<file path="src/rtl/rsa_modexp_core.sv">
// Modular exponentiation result = m^e mod p using bit-serial Montgomery multiplication.
// Define RSA_CONST_TIME_EN to always run MUL so latency does not depend on e.
module rsa_modexp_core #(
    parameter int WIDTH = 8,
    parameter int EXP_W = 8
) (
    input  logic             clk,
    input  logic             rst_n,
    input  logic             start,
    input  logic [WIDTH-1:0] p,
    input  logic [EXP_W-1:0] e,
    input  logic [WIDTH-1:0] m,
    input  logic [WIDTH-1:0] r2,
    output logic             busy,
    output logic             done,
    output logic             err,
    output logic [WIDTH-1:0] result
);

    localparam int SW = WIDTH + 2;
    localparam int CW = $clog2(WIDTH + 1);
    localparam int IW = (EXP_W > 1) ? $clog2(EXP_W) : 1;

    typedef enum logic [2:0] {IDLE, LOAD, PRE_M, PRE_X, SQR, MUL, POST, DONE} state_t;

    state_t           state;
    logic [WIDTH-1:0] p_q, m_q, r2_q, x_q, mbar_q;
    logic [EXP_W-1:0] e_q;
    logic [IW-1:0]    idx;
    logic [CW-1:0]    cnt;
    logic [SW-1:0]    s;

    logic [WIDTH-1:0] mm_a, mm_b, mm_out;
    logic [SW-1:0]    s_add, s_odd, s_step, s_red;
    logic             a_bit, e_bit, mm_last, last_bit, operand_bad;

    // Operand routing for the single shared Montgomery multiplier.
    always_comb begin
        mm_a = '0;
        mm_b = '0;
        case (state)
            PRE_M: begin mm_a = m_q;           mm_b = r2_q;          end
            PRE_X: begin mm_a = WIDTH'(1);     mm_b = r2_q;          end
            SQR:   begin mm_a = x_q;           mm_b = x_q;           end
            MUL:   begin mm_a = mbar_q;        mm_b = x_q;           end
            POST:  begin mm_a = x_q;           mm_b = WIDTH'(1);     end
            default: begin mm_a = '0;          mm_b = '0;            end
        endcase
    end

    always_comb begin
        a_bit = 1'b0;
        for (int k = 0; k < WIDTH; k++) begin
            if (cnt == CW'(k)) a_bit = mm_a[k];
        end
        e_bit = 1'b0;
        for (int k = 0; k < EXP_W; k++) begin
            if (idx == IW'(k)) e_bit = e_q[k];
        end
    end

    // S stays below 2p between steps, so S + B + p < 4p fits in WIDTH+2 bits.
    assign s_add       = s + (a_bit ? SW'(mm_b) : '0);
    assign s_odd       = s_add + (s_add[0] ? SW'(p_q) : '0);
    assign s_step      = s_odd >> 1;
    assign s_red       = (s >= SW'(p_q)) ? (s - SW'(p_q)) : s;
    assign mm_out      = WIDTH'(s_red);
    assign mm_last     = (cnt == CW'(WIDTH));
    assign last_bit    = (idx == '0);
    assign operand_bad = !p_q[0] || (p_q <= WIDTH'(1)) || (m_q >= p_q);

    always_ff @(posedge clk or negedge rst_n) begin
        if (!rst_n) begin
            state  <= IDLE;
            busy   <= 1'b0;
            done   <= 1'b0;
            err    <= 1'b0;
            result <= '0;
            p_q    <= '0;
            m_q    <= '0;
            r2_q   <= '0;
            e_q    <= '0;
            x_q    <= '0;
            mbar_q <= '0;
            idx    <= '0;
            cnt    <= '0;
            s      <= '0;
        end else begin
            done <= 1'b0;
            case (state)
                IDLE: begin
                    if (start) begin
                        p_q   <= p;
                        e_q   <= e;
                        m_q   <= m;
                        r2_q  <= r2;
                        busy  <= 1'b1;
                        state <= LOAD;
                    end
                end
                LOAD: begin
                    cnt <= '0;
                    s   <= '0;
                    if (operand_bad) begin
                        err    <= 1'b1;
                        result <= '0;
                        done   <= 1'b1;
                        state  <= DONE;
                    end else begin
                        err   <= 1'b0;
                        idx   <= IW'(EXP_W - 1);
                        state <= PRE_M;
                    end
                end
                PRE_M, PRE_X, SQR, MUL, POST: begin
                    if (!mm_last) begin
                        s   <= s_step;
                        cnt <= cnt + CW'(1);
                    end else begin
                        s   <= '0;
                        cnt <= '0;
                        case (state)
                            PRE_M: begin
                                mbar_q <= mm_out;
                                state  <= PRE_X;
                            end
                            PRE_X: begin
                                x_q   <= mm_out;
                                state <= SQR;
                            end
                            SQR: begin
                                x_q <= mm_out;
`ifdef RSA_CONST_TIME_EN
                                state <= MUL;
`else
                                if (e_bit) begin
                                    state <= MUL;
                                end else if (last_bit) begin
                                    state <= POST;
                                end else begin
                                    idx   <= idx - IW'(1);
                                    state <= SQR;
                                end
`endif
                            end
                            MUL: begin
`ifdef RSA_CONST_TIME_EN
                                // Product for a zero exponent bit is computed but thrown away.
                                if (e_bit) x_q <= mm_out;
`else
                                x_q <= mm_out;
`endif
                                if (last_bit) begin
                                    state <= POST;
                                end else begin
                                    idx   <= idx - IW'(1);
                                    state <= SQR;
                                end
                            end
                            default: begin
                                result <= mm_out;
                                done   <= 1'b1;
                                state  <= DONE;
                            end
                        endcase
                    end
                end
                DONE: begin
                    busy  <= 1'b0;
                    state <= IDLE;
                end
                default: state <= IDLE;
            endcase
        end
    end

endmodule

</file>
<file path="config.mk">
export PLATFORM = sky130hd
export DESIGN_NAME = rsa_modexp_core
export DESIGN_NICKNAME = d
export VERILOG_FILES = /design/src/rtl/rsa_modexp_core.sv
export SDC_FILE = /design/constraint.sdc
export NUM_CORES = 1
export LEC_CHECK = 0
export ABC_AREA = 1
export CORE_MARGIN = 2
export CORE_UTILIZATION = 45
export DETAILED_ROUTE_END_ITERATION = 12
export PLACE_DENSITY = 0.7
export SYNTH_ARGS = -nofsm -noshare
export SYNTH_HDL_FRONTEND = slang
export SYNTH_SLANG_ARGS = --single-unit
</file>
<file path="constraint.sdc">
create_clock -name clk -period 6.3 [get_ports clk]
set_input_delay 0.945 -clock clk [delete_from_list [all_inputs] [get_ports clk]]
set_output_delay 0.945 -clock clk [all_outputs]
set_load 0.01 [all_outputs]
</file>
* Word-level counts from Yosys, hierarchy flattened
Cells that the tools add are included.
Word-level totals: input bits 35, latch bits 0, bits in read-only memories 0, memory bits (writable) 0, output and inout port bits 11, memories 0, logic and storage cells 120, register bits 79
Cells by class: divide/modulo/power cells 0, multiplexer cells 48, multipliers 0, reductions and logical operators 21, eq/ne operators 29, bitwise operators 0, order comparisons 3, shift-type cells 0, $add $sub $neg 5
Operators with widths (number):
- $mux W8 | 6
- $pmux W8 S4 | 1
- $eq A3 B3 Y1 const B | 8
- $pmux W3 S4 | 2
- $pmux W8 S3 | 1
- $mux W3 | 7
- $add A10 B8 Y10 | 2
- $mux W1 | 20
- $pmux W10 S2 | 1
- $eq A4 B3 Y1 const B | 4
- $pmux W8 S2 | 1
- $eq A3 B2 Y1 const B | 4
- $pmux W3 S2 | 2
- $ge A10 B8 Y1 | 1
- $ne A2 B2 Y1 const B | 5
- $mux W9 | 1
- $eq A4 B2 Y1 const B | 2
- $ge A8 B8 Y1 | 1
- $le A8 B1 Y1 const B | 1
- $pmux W4 S2 | 1
- $sub A8 B8 Y8 | 1
- $eq A3 B1 Y1 const B | 2
- $logic_not A3 Y1 | 2
- $ne A3 B3 Y1 const B | 2
- 19 further kinds | 28

* Logic depth before layout (Yosys ltp)
depth after elaboration 17, depth in mapped cells 36, mapped depth without buffers 36

* Worst setup path before layout
No wires, ideal clock.
path kind flip-flop to flip-flop, from register state[0], to register s[8], data required time 6.173 ns, clock period less this slack 4.314 ns, arrival time 4.187 ns, setup time 0.127 ns, stages on the path, launching flop included 33, slack 1.986 ns, buffers on the path 0, path through dfrtp_1 inv_1 nand2_1 nor2_4 inv_2 nand2_4 nor2_2 nand2_2 inv_2 nor3_2 nand2_1 nand2_1 nand2_1 nand2_2 nand2_4 nor2_1 ha_1 inv_1 fa_1 o31ai_1 a21oi_1 nor2_1 nor2_1 xor2_1 inv_1 ha_1 inv_1 o311ai_0 nand2_1 nand2_1 nand3_1 nand2_1 o21ai_0
On the way: word-level cells in the longest chain between the ends 17, elaborated cells on any way between the ends 27, those cells by class add/sub: 2; eq/ne: 6; mux: 14; reduce/logical: 5
RTL lines:
- start, declared | line 26 | state_t state;
- start signal, assigned | line 74 | state <= IDLE;
- start signal, assigned | line 98 | state <= LOAD;
- start signal, assigned | line 108 | state <= DONE;
- $eq A3 B3 Y1 | line 41, 90
- $reduce_or A2 Y1 (no source line)
- $pmux W8 S4 | line 41 | case (state)
- $mux W1 (8 in a row) | line 54 | if (cnt == CW'(k)) a_bit = mm_a[k];
- $mux W8 | line 63 | assign s_add = s + (a_bit ? SW'(mm_b) : '0);
- $add A10 B8 Y10 | line 63
- $mux W8 | line 64 | assign s_odd = s_add + (s_add[0] ? SW'(p_q) : '0);
- $add A10 B8 Y10 | line 64
- $mux W9 | line 116 | if (!mm_last) begin
- $pmux W10 S2 | line 90 | case (state)
- end signal, assigned | line 117 | s <= s_step;
- end, declared | line 31 | logic [SW-1:0] s;
Parallel ways exist; a longest one is shown, timed or not. The select of a mux whose other input is x is not followed. A chain may end at the register's enable or synchronous reset.

* Final worst setup path
Same ends and word-level chain as after synthesis.

==> impl_metrics.yaml <==
route:
  route.vias.total: 4488
  drt_iter0_markers: 462
  drt-wirelength-per-cell_um: 16.2
  postRouteAntennaNets: 0
  postRouteWirelength_um: 13400
  avgViaCountPerCell: 5.42
  drc: 0
  drt-pass1-iter-count: 5
global_route:
  initial_antenna_violation_count: 0
  grt.met2_usage_pct: 40.1
  gr-max-usage-layer: "met2"
  grt_max_degree: 79
  grt_use_met1_pct: 28.4
  overflow: 0
  groute.layer.met3.usage_pct: 4.17
  grt_pass1_vias: 4521
  gr-usage-all-layers_pct: 22.7
  grt_pass1_wl_um: 22300
clock_tree:
  post-cts-setup-buffers: 0
  h-tree-depth: 3
  numClockSinks: 78
  path_clk_slew_ns: 0.06
  cts.root.buffer_cell: "clkbuf_16"
  cts_made_buffers: 9
  cts_tree: "done"
  cts-root-to-sink-buffers: 2
  post_cts_resize_count: 0
  source_to_sink_clock_delay_at_the_later_pin_of_the_worst_skew_pair_ns: 0.34
  post_cts_hold_buffer_count: 0
synthesis:
  synth_edf_count: 0
  syn_inst: 637
  post_synth.cell_area_avg_um2: 8.00
  proportion_of_synthesized_area_in_mux_cells_pct: 4.86
  synth.yosys.warnings: 0
  synth_fa_ha_area_share_pct: 11.0
  ys.flop_type: "dfrtp_1"
  postSynthRegisterBits: 78
  post_synth_and_or_nand_nor_area_fraction_pct: 21.2
  post_synth_xor_area_fraction_pct: 2.92
  synth_sequential_area_ratio_pct: 38.3
  synth_area_um2: 5100
  fraction_of_registers_with_async_set_or_reset_after_synthesis_pct: 100
  synth_fp_nets: 715
  synth_compound_gate_area_share_pct: 13.9
  dominant_combinational_cell_family_by_area_after_synthesis: "simple AND/OR/NAND/NOR gates"
  synth.lib_cells_used.distinct: 47
worst_setup_path:
  critical_path.max_stage_delay_ns: 0.49
  cp_max_fo: 9
  worst-endpoint-arrival_ns: 5.29
  worst_setup_path_end_kind: "register"
  reg_to_reg_slack_setup_ns: 1.23
  worst_path_dominant_cell_family: "simple AND/OR/NAND/NOR gates"
  buffer_and_inverter_count_on_the_worst_path: 6
  path_class: "reg2reg"
  critPathSlowestCell: "o311ai_0"
  launching_element_type_of_the_critical_path: "register"
  crit_top_cell: "nand2_1"
  timing.critical_path.required_ns: 6.52
timing:
  rsz0062_at_grt: "no"
  layout_min_cycle_time_ns: 5.07
  achievable_freq_ghz: 0.197
  report.final.slew_viol_count: 0
  worst_slew_pin_slew_ns: 0.992
  hold-worst-slack_ns: 0.482
  finalHoldViolCount: 0
  setup-violations-final: 0
  finalClockSkew_ns: 0.00473
  timing.final.crit_share_pct: 80.5
  timing.slew.headroom_pct: 33.8
  fin_setup_tns_ns: 0
place:
  place_inst: 812
  finalWeightedCongestion: 0.889
  port-buffer-count: 45
  dp_hpwl_um: 10200
finish:
  area_growth_syn_to_layout_pct: 18.0
  instances_no_fill: 828
  share_of_post_route_cells_with_drive_strength_above_1_pct: 9.16
  layout.filler_cells: 1029
  final_layout_net_count: 761
  num_antenna_cells: 0
floorplanning:
  die-area_um2: 12200
  starting_density_pct: 46.6
  die_w_um: 110
  core.rowCount: 38
  ios: 46
  core_area_um2: 10900
  die_height_um: 110
job:
  max_cap_violations: 0
pwr:
  totalPowerFinal_mw: 3.11
  power_density_nw_per_um2: 516
  ir_drop_uv: 287
  p_leak_nw: 2.89
hold_path:
  timing.hold.worst.class: "reg2reg"
run_status:
  outcome: "completed"
==> cells by family (layout without fill, tap and decap cells) <==
group                      after synthesis  after routing
and+or+nand+nor                        250            250
AOI/OAI and AO/OA                      123            123
buffers and inverters                  104            155
DFF                                     78             78
adders and majority gates               43             43
muxes                                   22             22
xor gates and xnor gates                17             17
==> metrics by stage <==
stage / utilization [%] / worst slack, ns / instance area [um2]
final: 55.0 / 1.23 / 6020
after global routing: 55.0 / 0.713 / 6020
after CTS: 55.0 / 1.25 / 6020
after detailed placement: 51.9 / 1.29 / 5680
after global placement: 51.9 / 1.62 / 5680
after floorplan: - / 1.99 / 5100
==> worst paths after layout <==
check,start,to,depth (start not counted)
setup reg to reg,state[0],s[8],32
min in group asynchronous,rst_n,busy,1
setup / recovery,state[0],s[8],32
hold reg to reg,err,err,2
max in group asynchronous,rst_n,p_q[2],1
hold / removal,err,err,2
==> cell usage after synthesis (all sizes together) (3+ instances only) <==
cell	n	area share (%)
nor3	8	0.88
dfrtp	78	38
nand2	148	11
a21oi	38	3.7
clkbuf	5	0.37
ha	40	9.8
nand3	23	2.3
inv	93	6.9
o21ai	56	5.6
xnor2	9	1.5
buf	6	0.61
o22ai	4	0.49
o31ai	3	0.54
nor2	58	4.9
xor2	8	1.4
a22oi	4	0.59
fa	3	1.2
mux2	22	4.9
nand4	10	1.3
==> per-layer routing <==
layer | routed length (um) | vias to the layer above
met2 | 6680 | 126
li1 | - | 2201
met3 | 578 | 28
met1 | 5850 | 2133
met4 | 278 | 0
met5 | 0 | -
==> layout make-up <==
type / count / area (um2) / area share (%)
Multi-Input combinational cell: 455 / 2740 / 45.6
Sequential cell: 78 / 1950 / 32.4
Timing Repair Buffer: 46 / 455 / 7.57
Inverter: 93 / 352 / 5.84
Clock buffer: 10 / 229 / 3.81
Tap cell: 140 / 175 / 2.91
Clock inverter: 6 / 110 / 1.83
==> tightest hold or removal path, delay by kind of cell, from the launching register on <==
| kind | cells | cell delay, ns |
|---|---|---|
| flip-flops | 1 | 0.34 |
| AND/OR/NAND/NOR | 2 | 0.10 |
==> sequential cells by signal, summed over array words and instances, names as in the netlist, 3 cells and up <==
signal and count:
result 8, cnt 4, x_q 8, mbar_q 8, s 9, idx 3, r2_q 8, state 3
p_q 8, e_q 8, m_q 8
==> power by group <==
group          internal (mW)  switching (mW)
logic                  0.605            1.03
registers              0.692           0.186
clock network          0.386           0.209
total                   1.68            1.42
==> layout by cell type, fill, tap and decap left out, drive strengths merged, types with 9 or more instances in the layout <==
cell	Yosys	layout
a21oi	38	38
clkbuf	5	10
clkdlybuf4s50	0	44
dfrtp	78	78
ha	40	40
inv	93	93
mux2	22	22
nand2	148	148
nand3	23	23
nand4	10	10
nor2	58	58
o21ai	56	56
xnor2	9	9
(Power assumes the default switching activity.)
